===== src/rtl/axil_to_simple_bridge.sv =====
// AXI4-Lite slave to simple-bus master bridge with one outstanding transaction.
// AW/W/AR beats are held independently, arbitrated, and serialised onto the simple bus.
module axil_to_simple_bridge #(
   parameter int ADDR_W       = 32,
   parameter bit BAD_STRB_ERR = 1'b1
) (
   input  logic              clock,
   input  logic              reset,
   input  logic              s_awvalid,
   output logic              s_awready,
   input  logic [ADDR_W-1:0] s_awaddr,
   input  logic              s_wvalid,
   output logic              s_wready,
   input  logic [31:0]       s_wdata,
   input  logic [3:0]        s_wstrb,
   output logic              s_bvalid,
   input  logic              s_bready,
   output logic [1:0]        s_bresp,
   input  logic              s_arvalid,
   output logic              s_arready,
   input  logic [ADDR_W-1:0] s_araddr,
   output logic              s_rvalid,
   input  logic              s_rready,
   output logic [31:0]       s_rdata,
   output logic [1:0]       s_rresp,
   output logic              simple_out_valid,
   input  logic              simple_out_ready,
   output logic [ADDR_W-1:0] simple_out_bits_addr,
   output logic              simple_out_bits_writeEn,
   output logic [2:0]        simple_out_bits_size,
   output logic [31:0]       simple_out_bits_wdata,
   input  logic [31:0]       simple_in_rdata
);

   typedef enum logic [1:0] {IDLE, REQ, RDWAIT, RESP} state_t;

   state_t              state, state_nx;
   logic                aw_full, w_full, ar_full;
   logic [ADDR_W-1:2]   aw_addr, ar_addr;
   logic [31:0]         w_data;
   logic [3:0]          w_strb;
   logic                cur_wr, last_rd;
   logic [1:0]          bresp;
   logic [31:0]         rdata;

   logic                dec_bad;
   logic [2:0]          dec_size;
   logic [1:0]          dec_off;
   logic [31:0]         dec_data;
   logic                wr_elig, rd_elig, grant_wr, strb_err, resp_hs;
   logic                unused_addr_lsbs;

   assign unused_addr_lsbs = ^{s_awaddr[1:0], s_araddr[1:0]};

   // Ready outputs are forced low while reset is held so every output reads 0 during reset.
   assign s_awready = reset & ~aw_full;
   assign s_wready  = reset & ~w_full;
   assign s_arready = reset & ~ar_full;

   always_comb begin
      dec_bad  = 1'b0;
      dec_size = 3'd2;
      dec_off  = 2'd0;
      dec_data = w_data;
      case (w_strb)
         4'b0001: begin dec_size = 3'd0; dec_data = {24'd0, w_data[7:0]}; end
         4'b0010: begin dec_size = 3'd0; dec_off = 2'd1; dec_data = {24'd0, w_data[15:8]}; end
         4'b0100: begin dec_size = 3'd0; dec_off = 2'd2; dec_data = {24'd0, w_data[23:16]}; end
         4'b1000: begin dec_size = 3'd0; dec_off = 2'd3; dec_data = {24'd0, w_data[31:24]}; end
         4'b0011: begin dec_size = 3'd1; dec_data = {16'd0, w_data[15:0]}; end
         4'b1100: begin dec_size = 3'd1; dec_off = 2'd2; dec_data = {16'd0, w_data[31:16]}; end
         4'b1111: dec_size = 3'd2;
         default: dec_bad = 1'b1;
      endcase
   end

   assign wr_elig  = aw_full & w_full;
   assign rd_elig  = ar_full;
   assign grant_wr = wr_elig & (~rd_elig | last_rd);
   assign strb_err = dec_bad & BAD_STRB_ERR;
   assign resp_hs  = (state == RESP) & (cur_wr ? s_bready : s_rready);

   always_comb begin
      state_nx                = state;
      simple_out_valid        = 1'b0;
      simple_out_bits_addr    = '0;
      simple_out_bits_writeEn = 1'b0;
      simple_out_bits_size    = '0;
      simple_out_bits_wdata   = '0;
      case (state)
         IDLE: begin
            if (grant_wr)     state_nx = strb_err ? RESP : REQ;
            else if (rd_elig) state_nx = REQ;
         end
         REQ: begin
            simple_out_valid = 1'b1;
            if (cur_wr) begin
               simple_out_bits_addr    = {aw_addr, dec_off};
               simple_out_bits_writeEn = 1'b1;
               simple_out_bits_size    = dec_size;
               simple_out_bits_wdata   = dec_data;
            end else begin
               simple_out_bits_addr = {ar_addr, 2'b00};
               simple_out_bits_size = 3'd2;
            end
            if (simple_out_ready) state_nx = cur_wr ? RESP : RDWAIT;
         end
         RDWAIT: state_nx = RESP;
         RESP: if (resp_hs) state_nx = IDLE;
         default: state_nx = IDLE;
      endcase
   end

   always_ff @(posedge clock or negedge reset) begin
      if (!reset) state <= IDLE;
      else        state <= state_nx;
   end

   always_ff @(posedge clock or negedge reset) begin
      if (!reset) begin
         aw_full <= 1'b0;
         w_full  <= 1'b0;
         ar_full <= 1'b0;
         aw_addr <= '0;
         ar_addr <= '0;
         w_data  <= '0;
         w_strb  <= '0;
         cur_wr  <= 1'b0;
         last_rd <= 1'b0;
         bresp   <= '0;
         rdata   <= '0;
      end else begin
         if (s_awvalid && s_awready) begin
            aw_full <= 1'b1;
            aw_addr <= s_awaddr[ADDR_W-1:2];
         end else if (resp_hs && cur_wr) begin
            aw_full <= 1'b0;
         end
         if (s_wvalid && s_wready) begin
            w_full <= 1'b1;
            w_data <= s_wdata;
            w_strb <= s_wstrb;
         end else if (resp_hs && cur_wr) begin
            w_full <= 1'b0;
         end
         if (s_arvalid && s_arready) begin
            ar_full <= 1'b1;
            ar_addr <= s_araddr[ADDR_W-1:2];
         end else if (resp_hs && !cur_wr) begin
            ar_full <= 1'b0;
         end
         if (state == IDLE && (wr_elig || rd_elig)) begin
            cur_wr  <= grant_wr;
            last_rd <= ~grant_wr;
            bresp   <= (grant_wr && strb_err) ? 2'b10 : 2'b00;
         end else if (resp_hs && cur_wr) begin
            bresp <= '0;
         end
         if (state == RDWAIT) rdata <= simple_in_rdata;
      end
   end

   assign s_bvalid = (state == RESP) & cur_wr;
   assign s_rvalid = (state == RESP) & ~cur_wr;
   assign s_bresp  = bresp;
   assign s_rdata  = rdata;
   assign s_rresp  = '0;

endmodule


===== config.mk =====
export PLATFORM = sky130hd
export DESIGN_NAME = axil_to_simple_bridge
export DESIGN_NICKNAME = d
export VERILOG_FILES = /design/src/rtl/axil_to_simple_bridge.sv
export SDC_FILE = /design/constraint.sdc
export NUM_CORES = 1
export LEC_CHECK = 0
export ABC_AREA = 1
export CAP_MARGIN = 20
export CORE_UTILIZATION = 40
export DETAILED_ROUTE_END_ITERATION = 12
export DONT_BUFFER_PORTS = 1
export HOLD_SLACK_MARGIN = 0.03
export PLACE_DENSITY = 0.57
export SYNTH_ARGS = -nofsm -noshare
export SYNTH_HDL_FRONTEND = slang
export SYNTH_SLANG_ARGS = --single-unit

===== constraint.sdc =====
create_clock -name clock -period 1.96 [get_ports clock]
set_input_delay 0.098 -clock clock [delete_from_list [all_inputs] [get_ports clock]]
set_output_delay 0.098 -clock clock [all_outputs]
set_load 0.01 [all_outputs]

==> reports/qor.csv, run 1 <==
stage;metric;value;unit
pwr;p_total;13.7;mW
synthesis;synth_flop_cell;dfrtp_1;
clock_tree;cts_sinks;136;
outcome;status;complete, but fails checks;
global_route;grt_pass1_vias;5224;
detailed_routing;wire_per_inst;17.1;um
critical_path;cp-end-kind;output port;
synthesis;ys_warn_count;0;
synthesis;synth_cells;617;
synthesis;synth.area.top_cells;dfrtp_1 (53%), mux2_2 (14%), nor2_1 (7.9%), mux2_1 (3.5%), o21ai_0 (2.7%);
pwr;seq_power_share;0.393;
detailed_routing;wl;17500;um
detailed_routing;drt-pass1-iter-count;4;
detailed_routing;drt_iter0_markers;207;
die;num_rows;46;
pwr;p_sw;5.11;mW
pwr;p_leak;4.06;nW
clock_tree;htreeDepth;4;
critical_path;crit_fanout;8;
clock_tree;clk_latency;410;ps
synthesis;synth.distinct_cells;31;
synthesis;postSynthAreaPerCell;10.4;um2
clock_tree;cts-root-buf;clkbuf_16;
outcome;violations;negative hold slack;
finish;areaGrowthSynthToFinish;39.5;%
die;initial_core_util;0.407;
finish;final_core_util;0.568;
critical_path;crit_arrival;1790;ps
critical_path;critical_path_class;flip-flop to output port;
synthesis;synth_edf_count;0;
clock_tree;ctsLongestPathBuffers;2;
placement;dpl.hpwl;11000;um
sta;max_freq;530;MHz
synthesis;ys_top_cells_by_count;dfrtp_1 (136), nor2_1 (135), mux2_2 (78);
detailed_routing;vias;5148;
sta;final_hold_viol_count;136;
sta;setup_violations;0;
finish;fin_nets;936;
synthesis;yosysMostFrequentCell;dfrtp_1;
clock_tree;clkTransAtPathRegs;60;ps
sta;holdWs;-621;ps
clock_tree;cts_made_buffers;17;
detailed_routing;ant_nets;0;
sta;rsz0062_at_grt;true;
pwr;ir_worst_vdd;0.716;mV
sta;finClkSkew;7.38;ps
pwr;p_int;8.63;mW
die;core;15800;um2
die;die_area;16600;um2
detailed_routing;drc;0;
run;max_cap_violations;0;
synthesis;yosysTopAreaCellShare;0.528;
clock_tree;holdBufCountCts;133;
critical_path;start_kind;flip-flop;
pwr;powerDensity;1530;nW/um2
clock_tree;cts_tree;yes;
pwr;p_sw_frac;0.372;
synthesis;ys_ff_latch;136;
global_route;grt_pass1_wl;26500;um
synthesis;async_flop_share;1.00;
die;die_h;129;um
sta;min_period;1890;ps
synthesis;yosysSeqAreaShare;0.528;
placement;gp_congestion;0.880;
synthesis;syn-cell-area;6440;um2
global_route;antenna_found_initial;1;
placement;port_buffers;0;
global_route;grt_max_degree;138;
die;ios;250;
synthesis;synth.largest_area_cell;dfrtp_1;
global_route;grt_usage;0.210;
detailed_routing;vias_per_cell;5.04;
worst_hold_path;hold_class;input port to async pin;
critical_path;required;1860;ps
finish;layout-drive-gt1-share;0.273;
sta;fin_crit_sh;0.963;
die;dieWidth;129;um
pwr;pwr-share-clk;0.226;
sta;slew_viol_final;0;
pwr;pwr-share-comb;0.380;
global_route;grt.overflow.total;0;
==> critical path, cell delays in order, from the launching register on <==
cell	delay, ps
dfrtp_2	460
nor2_4	70
buf_6	130
nand2_2	90
nand2_4	90
buf_4	150
nor2_1	80
nor2_1	50
nor2_1	240
==> path summary, 6_finish.rpt <==
| check | from | to | slack, ps | cells past startpoint |
|---|---|---|---|---|
| hold / removal | reset | aw_addr[3] | -620 | 0 |
| min in group clock | s_rready | state[0] | 120 | 5 |
| max in group asynchronous | reset | w_strb[0] | 2320 | 0 |
| setup reg to reg | cur_wr | w_full | 190 | 5 |
| setup / recovery | w_strb[3] | simple_out_bits_wdata[7] | 70 | 8 |
| hold reg to reg | aw_addr[14] | aw_addr[14] | 490 | 1 |
==> cell families (layout without fill, tap and decap cells) <==
family,after synthesis,after routing,synth area share
flip-flops,136,136,0.528
buffers and inverters,71,256,0.0602
adder cells (fa/ha/maj),4,4,0.00777
AND/OR/NAND/NOR,226,226,0.151
AO/OA/AOI/OAI,71,71,0.0573
multiplexers,108,108,0.195
other,1,5,0.000582
==> registers in the layout, summed over array words and instances, names as in the netlist, 2 cells and up <==
signal,flops
aw_addr,30
s_rdata,32
w_data,32
ar_addr,30
w_strb,4
state,2
==> power groups by stage <==
stage	clock, mW	sequential (mW)	combinational (mW)
6_report	3.11	5.40	5.22
3_3_place_gp	0	5.31	4.37
2_1_floorplan	0	5.04	3.60
4_1_cts	3.21	5.36	4.79
3_5_place_dp	0	5.35	4.51
5_1_grt	3.33	5.59	5.72
==> what timing repair did <==
action	in CTS	in global routing
hold endpoints to repair	268	136
buffers inserted	0	17
endpoints found under the setup margin	24	56
pin swaps	0	9
cloned	0	2
resized for setup	9	29
==> placed cells by master, fill, tap and decap left out, drive strengths merged, types with 2 or more instances in the layout <==
cell type / n
a21oi: 32
buf: 54
bufinv: 2
clkbuf: 18
clkinv: 9
clkinvlp: 4
conb: 4
dfrtp: 136
dlygate4sd3: 133
ha: 4
inv: 36
mux2: 108
nand2: 44
nand3: 31
nor2: 141
nor3: 8
o21ai: 36
or2: 2
==> through the flow <==
| step | setup TNS, ps | cell area, um2 | worst slack (ps) | cells | hold WS (ps) |
|---|---|---|---|---|---|
| floorplan | 0 | 6450 | 440 | 620 | -198 |
| global placement | 0 | 6770 | 328 | 837 | -194 |
| detailed placement | 0 | 6770 | 249 | 837 | -195 |
| CTS | 0 | 8730 | 4.54 | 1002 | -646 |
| global route | -28.3 | 8980 | -21.7 | 1021 | -656 |
| finish | 0 | 8990 | 73.2 | 1022 | -621 |
==> routing by layer <==
layer	global-route usage	vias to the layer above	share of wire
li1	-	2380	-
met5	0	-	0
met4	0.0692	0	0.016
met3	0.0669	26	0.082
met1	0.244	2506	0.40
met2	0.367	236	0.50
==> area by class of cell <==
type	instances	area, um2
tap	216	270
multi-input combinational	413	2770
fill	1304	6840
sequential	136	3410
timing repair inverter	1	5.00
clock buffer	17	425
timing repair buffer	188	1810
clock inverter	15	153
antenna	1	2.50
inverter	35	138
Note: power is estimated with default switching activity, not from simulation.
==> run 2: changes to the inputs <==
--- a/config.mk
+++ b/config.mk
@@ -5,9 +5,9 @@
 export SDC_FILE = /design/constraint.sdc
 export NUM_CORES = 1
 export LEC_CHECK = 0
-export ABC_AREA = 1
 export CAP_MARGIN = 20
 export CORE_UTILIZATION = 40
+export CTS_CLUSTER_DIAMETER = 30
 export DETAILED_ROUTE_END_ITERATION = 12
 export DONT_BUFFER_PORTS = 1
 export HOLD_SLACK_MARGIN = 0.03
==> run 2 against run 1 <==
  * The flow finishes with violations (negative hold slack, negative setup slack)
  * Largest cell class unchanged
  * Global-route usage fell by 0.99 points
  * Core utilization rose by 0.72 points
  * Fmax fell by 11%
  * Routed wire length fell by 11%
  * Critical path type unchanged
  * Sequential power barely moved
  * Clock skew rose by 1.8 ps
  * Register-to-register slack got worse by 40 ps
  * Largest power group unchanged
  * Sequential cell count did not move
==> reports/qor.csv, run 2 <==
stage;metric;value;unit
synthesis;ys_top_cells_by_count;dfrtp_1 (136), mux2_2 (128), nor2b_1 (34);
synthesis;synth_compound_area_frac;0.0457;
synthesis;synth_flop_cell;dfrtp_1;
synthesis;muxShareOfSynthArea;0.282;
die;core;15200;um2
global_route;grt_pass1_vias;4656;
placement;dp_cells;654;
pwr;p_sw;4.64;mW
outcome;status;complete, but fails checks;
critical_path;endpoint;simple_out_bits_wdata[4];
finish;final_core_util;0.575;
detailed_routing;vias;4408;
synthesis;synth_xor_area_frac;0.00141;
critical_path;r2r-end;w_full;
global_route;grt_max_degree;140;
placement;dp_slack;-10.6;ps
critical_path;required;1860;ps
die;dieWidth;127;um
finish;layout_commonest_cell;dlygate4sd3_1;
finish;final_area;8740;um2
critical_path;ff2ff_path_depth;5;
clock_tree;clkTransAtPathRegs;60;ps
placement;placed_area;6500;um2
detailed_routing;vias_per_cell;5.30;
synthesis;synth_top_family_by_area;multiplexers;
sta;maxSlewHeadroom;0.598;
detailed_routing;ant_nets;0;
synthesis;synth_edf_count;0;
outcome;violations;negative hold slack, negative setup slack;
synthesis;synth.largest_area_cell;dfrtp_1;
finish;areaGrowthSynthToFinish;40.7;%
pwr;pwr-share-clk;0.244;
critical_path;cp_slowest_cell;a222oi_1;
critical_path;cp-end-kind;output port;
run;max_cap_violations;0;
pwr;powerDensity;1590;nW/um2
pwr;p_int;9.22;mW
finish;antenna_cells;0;
critical_path;rrSetupSlack;150;ps
sta;finClkSkew;9.20;ps
clock_tree;cts_sinks;136;
pwr;p_total;13.9;mW
detailed_routing;drt_iter0_markers;186;
clock_tree;holdBufCountCts;135;
global_route;grt_usage;0.200;
placement;gp_congestion;0.795;
critical_path;startpoint;w_strb[1];
pwr;p_sw_frac;0.335;
synthesis;yosysSeqAreaShare;0.548;
critical_path;crit_arrival;2020;ps
critical_path;start_kind;flip-flop;
synthesis;postSynthAreaPerCell;13.2;um2
die;ios;250;
sta;max_freq;473;MHz
finish;layout_common_cells;dlygate4sd3_1 (135), dfrtp_1 (132), mux2_2 (128);
synthesis;ys_ff_latch;136;
sta;fin_crit_sh;1.08;
synthesis;synth.distinct_cells;35;
synthesis;yosysTopAreaCellShare;0.548;
clock_tree;cts_made_buffers;17;
synthesis;synth_cells;469;
critical_path;critPathMaxStageDelay;560;ps
sta;holdWs;-623;ps
pwr;p_leak;3.77;nW
sta;setup_violations;15;
clock_tree;htreeDepth;4;
synthesis;synth-simple-area-share;0.0856;
finish;layout-drive-gt1-share;0.354;
pwr;seq_power_share;0.391;
die;initial_core_util;0.409;
detailed_routing;wl;15600;um
sta;setup_slack;-154;ps
critical_path;critical_path_class;flip-flop to output port;
die;die_h;127;um
global_route;grt.overflow.total;0;
critical_path;reg2reg_from;w_full;
global_route;grt_pass1_wl;24300;um
sta;setup_tns;-1570;ps
critical_path;worst-path-stages;5;
synthesis;async_flop_share;1.00;
placement;dpl.hpwl;9960;um
finish;fin_nets;775;
clock_tree;cts_tree;yes;
die;num_rows;45;
clock_tree;clk_latency;410;ps
sta;rsz0062_at_grt;true;
finish;fin_cells;832;
global_route;antenna_found_initial;0;
critical_path;crit_fanout;6;
clock_tree;cts-root-buf;clkbuf_16;
critical_path;crit_buf_inv;1;
pwr;ir_worst_vdd;0.708;mV
sta;tightest_slew;603;ps
detailed_routing;drt-pass1-iter-count;8;
placement;port_buffers;0;
synthesis;syn-cell-area;6210;um2
sta;min_period;2110;ps
sta;final_hold_viol_count;136;
synthesis;synth_adder_area_share;0.00805;
detailed_routing;drc;0;
synthesis;ys_warn_count;0;
sta;slew_viol_final;0;
pwr;pwr-share-comb;0.365;
critical_path;cpLargestDelayFamily;compound AO/OA/AOI/OAI gates;
synthesis;yosysMostFrequentCell;dfrtp_1;
worst_hold_path;hold_class;input port to async pin;
detailed_routing;wire_per_inst;18.8;um
clock_tree;ctsLongestPathBuffers;2;
synthesis;synth.area.top_cells;dfrtp_1 (55%), mux2_2 (23%), mux2i_1 (5.0%), nor2b_1 (3.4%), and2_1 (1.8%);
die;die_area;16000;um2
critical_path;crit_chain;or3b_4 > nor2_4 > a222oi_1 > a21oi_2 > buf_4;
## run 2: worst min path at each step
stage	startpoint	to	slack (ps)	depth (start not counted)
after detailed placement	reset	w_data[0]	-190	0
after floorplan	reset	ar_addr[10]	-200	0
after CTS	reset	w_data[0]	-650	0
after global placement	reset	w_data[2]	-190	0
after global routing	reset	w_data[0]	-660	0
final	reset	w_data[2]	-620	0
## run 2: per-layer routing
| metal | track usage | vias up | part of all wire |
|---|---|---|---|
| met3 | 0.0730 | 17 | 0.073 |
| met4 | 0.0737 | 0 | 0.016 |
| met2 | 0.346 | 187 | 0.51 |
| li1 | - | 1974 | - |
| met5 | 0 | - | 0 |
| met1 | 0.227 | 2230 | 0.40 |
## run 2: repair_timing
| item | in CTS | in global routing |
|---|---|---|
| resized for setup | 30 | 16 |
| endpoints found under the setup margin | 36 | 41 |
| pin swaps | 17 | 11 |
| setup buffers | 6 | 5 |
| hold endpoints to repair | 268 | 136 |
| cloned | 1 | 0 |
## run 2: final cells by class
class                   count  area [um2]
inverters                   5        18.8
clock inverters            11         169
multi-input cells         301        2780
repair buffers            170        1670
clock buffers              21         460
well taps                 188         235
fillers                  1244        6460
flip-flops and latches    136        3410
## run 2: kinds of logic after synthesis
logic type / count (synthesis)
compound gates: 38
fa+ha+maj: 4
mux: 159
xor+xnor: 1
buf+inv: 36
other cells: 1
simple gates: 94
flops: 136
## run 2: worst register-to-register path, stage by stage (launching register included)
cell and delay, ps:
dfrtp_1 410, nor2b_2 130, nand2_1 70, dlygate4sd3_1 550, nand2_1 50, dlygate4sd3_1 530
## run 2: power by group through the flow
| stage | Combinational (mW) | Clock (mW) | Sequential (mW) |
|---|---|---|---|
| 6_report | 5.06 | 3.38 | 5.43 |
| 4_1_cts | 4.89 | 3.47 | 5.40 |
| 2_1_floorplan | 3.45 | 0 | 5.08 |
| 3_3_place_gp | 4.10 | 0 | 5.36 |
| 3_5_place_dp | 4.23 | 0 | 5.43 |
| 5_1_grt | 5.48 | 3.60 | 5.60 |
==> run 3: changes to the inputs <==
--- a/config.mk
+++ b/config.mk
@@ -12,6 +12,7 @@
 export DONT_BUFFER_PORTS = 1
 export HOLD_SLACK_MARGIN = 0.03
 export PLACE_DENSITY = 0.57
+export REMOVE_ABC_BUFFERS = 1
 export SYNTH_ARGS = -nofsm -noshare
 export SYNTH_HDL_FRONTEND = slang
 export SYNTH_SLANG_ARGS = --single-unit
==> run 3 against run 2 <==
  * The run still ends with negative hold slack, negative setup slack left
  * Combinational power decreased by 3%
  * Sequential power fell by 0.7%
  * Critical path depth is 1 lower
  * Sequential cell count did not move
  * Non-clock buffer count is 3 higher
  * First-iteration DRC count is the same
  * Worst hold slack improved by 5.9 ps
  * Die area is the same
  * Global-route usage shrank 0.45 points
  * Fmax grew 2.2%
  * Clock power barely moved
  * Register-to-register slack lost 80 ps
  * Highest routed layer unchanged
==> reports/qor.csv, run 3 (synthesis gave the netlist of run 2 again) <==
stage;metric;value;unit
finish;multi_input_area;2760;um2
sta;tightest_slew;545;ps
finish;fin_nets;778;
sta;setup_violations;17;
global_route;grt_pass1_vias;4693;
sta;final_hold_viol_count;136;
run;max_cap_violations;0;
finish;final_area;8760;um2
sta;rsz0062_at_grt;true;
finish;nFillCells;1232;
clock_tree;holdBufCountCts;133;
critical_path;startpoint;w_strb[2];
placement;dpl.hpwl;9390;um
clock_tree;clk_latency;410;ps
placement;placed_area;6560;um2
clock_tree;htreeDepth;4;
die;die_h;127;um
finish;layout-drive-gt1-share;0.354;
clock_tree;cts_made_buffers;17;
sta;min_period;2070;ps
placement;gp_congestion;0.726;
sta;finClkSkew;5.67;ps
die;num_rows;45;
die;initial_core_util;0.409;
worst_hold_path;hold_class;input port to async pin;
global_route;grt_max_degree;140;
sta;max_freq;483;MHz
detailed_routing;wire_per_inst;18.2;um
detailed_routing;drc;0;
detailed_routing;drt-pass1-iter-count;5;
die;die_area;16000;um2
critical_path;crit_arrival;1970;ps
critical_path;crit_chain;or3b_4 > a21o_4 > and3_4 > a22o_1;
clock_tree;cts-root-buf;clkbuf_16;
global_route;grt_pass1_wl;24000;um
detailed_routing;ant_nets;0;
clock_tree;cts_tree;yes;
finish;antenna_cells;0;
finish;layout_common_cells;dlygate4sd3_1 (133), dfrtp_1 (132), mux2_2 (128);
critical_path;cp-end-kind;output port;
critical_path;cp_slowest_cell;or3b_4;
sta;slew_viol_final;0;
pwr;p_leak;3.81;nW
global_route;grt.overflow.total;0;
critical_path;critPathMaxStageDelay;450;ps
die;dieWidth;127;um
critical_path;start_kind;flip-flop;
critical_path;critical_path_class;flip-flop to output port;
clock_tree;ctsLongestPathBuffers;2;
detailed_routing;vias;4387;
outcome;status;complete, but fails checks;
placement;port_buffers;0;
sta;maxSlewHeadroom;0.637;
global_route;antenna_found_initial;0;
finish;layout_commonest_cell;dlygate4sd3_1;
die;ios;250;
die;core;15200;um2
sta;fin_crit_sh;1.06;
pwr;ir_worst_vdd;0.822;mV
critical_path;crit_fanout;8;
clock_tree;cts_sinks;136;
critical_path;reg2reg_from;w_full;
outcome;violations;negative hold slack, negative setup slack;
detailed_routing;wl;15200;um
clock_tree;clkTransAtPathRegs;60;ps
critical_path;crit_buf_inv;0;
critical_path;cpLargestDelayFamily;simple AND/OR/NAND/NOR gates;
finish;final-seq-area;3410;um2
pwr;p_total;13.7;mW
sta;holdWs;-618;ps
detailed_routing;drt_iter0_markers;186;
pwr;powerDensity;1560;nW/um2
global_route;grt_usage;0.196;
sta;setup_slack;-108;ps
finish;areaGrowthSynthToFinish;41.0;%
critical_path;required;1860;ps
detailed_routing;vias_per_cell;5.25;
run 3: cell types whose count changed in the layout (fill, tap and decap cells not counted), moves of 3 or more:
cell	previous run	this run
nand2_4	5	0
a22o_4	1	6
and2_4	3	0
buf_4	27	31
clkinv_2	3	6
a21oi_2	6	0
nand2_1	14	18
a21oi_1	5	11
a22o_1	7	2
and2_1	14	17
run 3: power breakdown:
group	internal, mW	total [mW]	switching (mW)
sequential	4.26	5.39	1.13
combinational	2.72	4.93	2.21
clock	2.19	3.37	1.18
run 3: layout make-up:
type,count,area share
Clock buffer,19,0.0517
Clock inverter,13,0.0200
Inverter,5,0.00214
Multi-Input combinational cell,301,0.315
Sequential cell,136,0.389
Tap cell,188,0.0268
Timing Repair Buffer,173,0.195
run 3: final timing paths:
| kind | endpoint | slack (ps) | cells after the start |
|---|---|---|---|
| setup / recovery | simple_out_bits_wdata[15] | -110 | 4 |
| hold / removal | w_data[30] | -620 | 0 |
| setup reg to reg | w_full | 70 | 5 |
| hold reg to reg | aw_addr[8] | 500 | 1 |
| max in group asynchronous | aw_addr[12] | 2360 | 0 |
| min in group clock | ar_full | 60 | 3 |
run 3: worst reg2reg max path, delay by kind of cell (launching register included):
family,cells,cell delay [ps]
buffers and inverters,2,1110
flip-flops,1,420
AND/OR/NAND/NOR,3,310
run 3: per-layer routing:
metal | up-vias | global-route usage | routed length (um)
met3 | 22 | 0.0569 | 882
met2 | 166 | 0.348 | 8060
li1 | 1987 | - | -
met1 | 2212 | 0.221 | 5980
met5 | - | 0 | 0
met4 | 0 | 0.0773 | 296
run 3: metrics by stage:
step                      instances  setup TNS [ps]  utilization  hold WS [ps]  setup WS [ps]
after CTS                       834           -1670        0.570          -638           -133
final                           835           -1390        0.576          -618           -108
after global placement          658               0        0.431          -195            153
after detailed placement        658               0        0.431          -195           8.43
after floorplan                 441          -18500            -          -198           -663
after global routing            835           -2630        0.576          -644           -198
run 3: what timing repair did:
action | CTS | global route
endpoints found under the setup margin | 33 | 48
resized for setup | 19 | 14
gates cloned | 1 | 0
setup buffers | 10 | 1
pin swaps | 6 | 13
endpoints found under the hold margin | 268 | 136
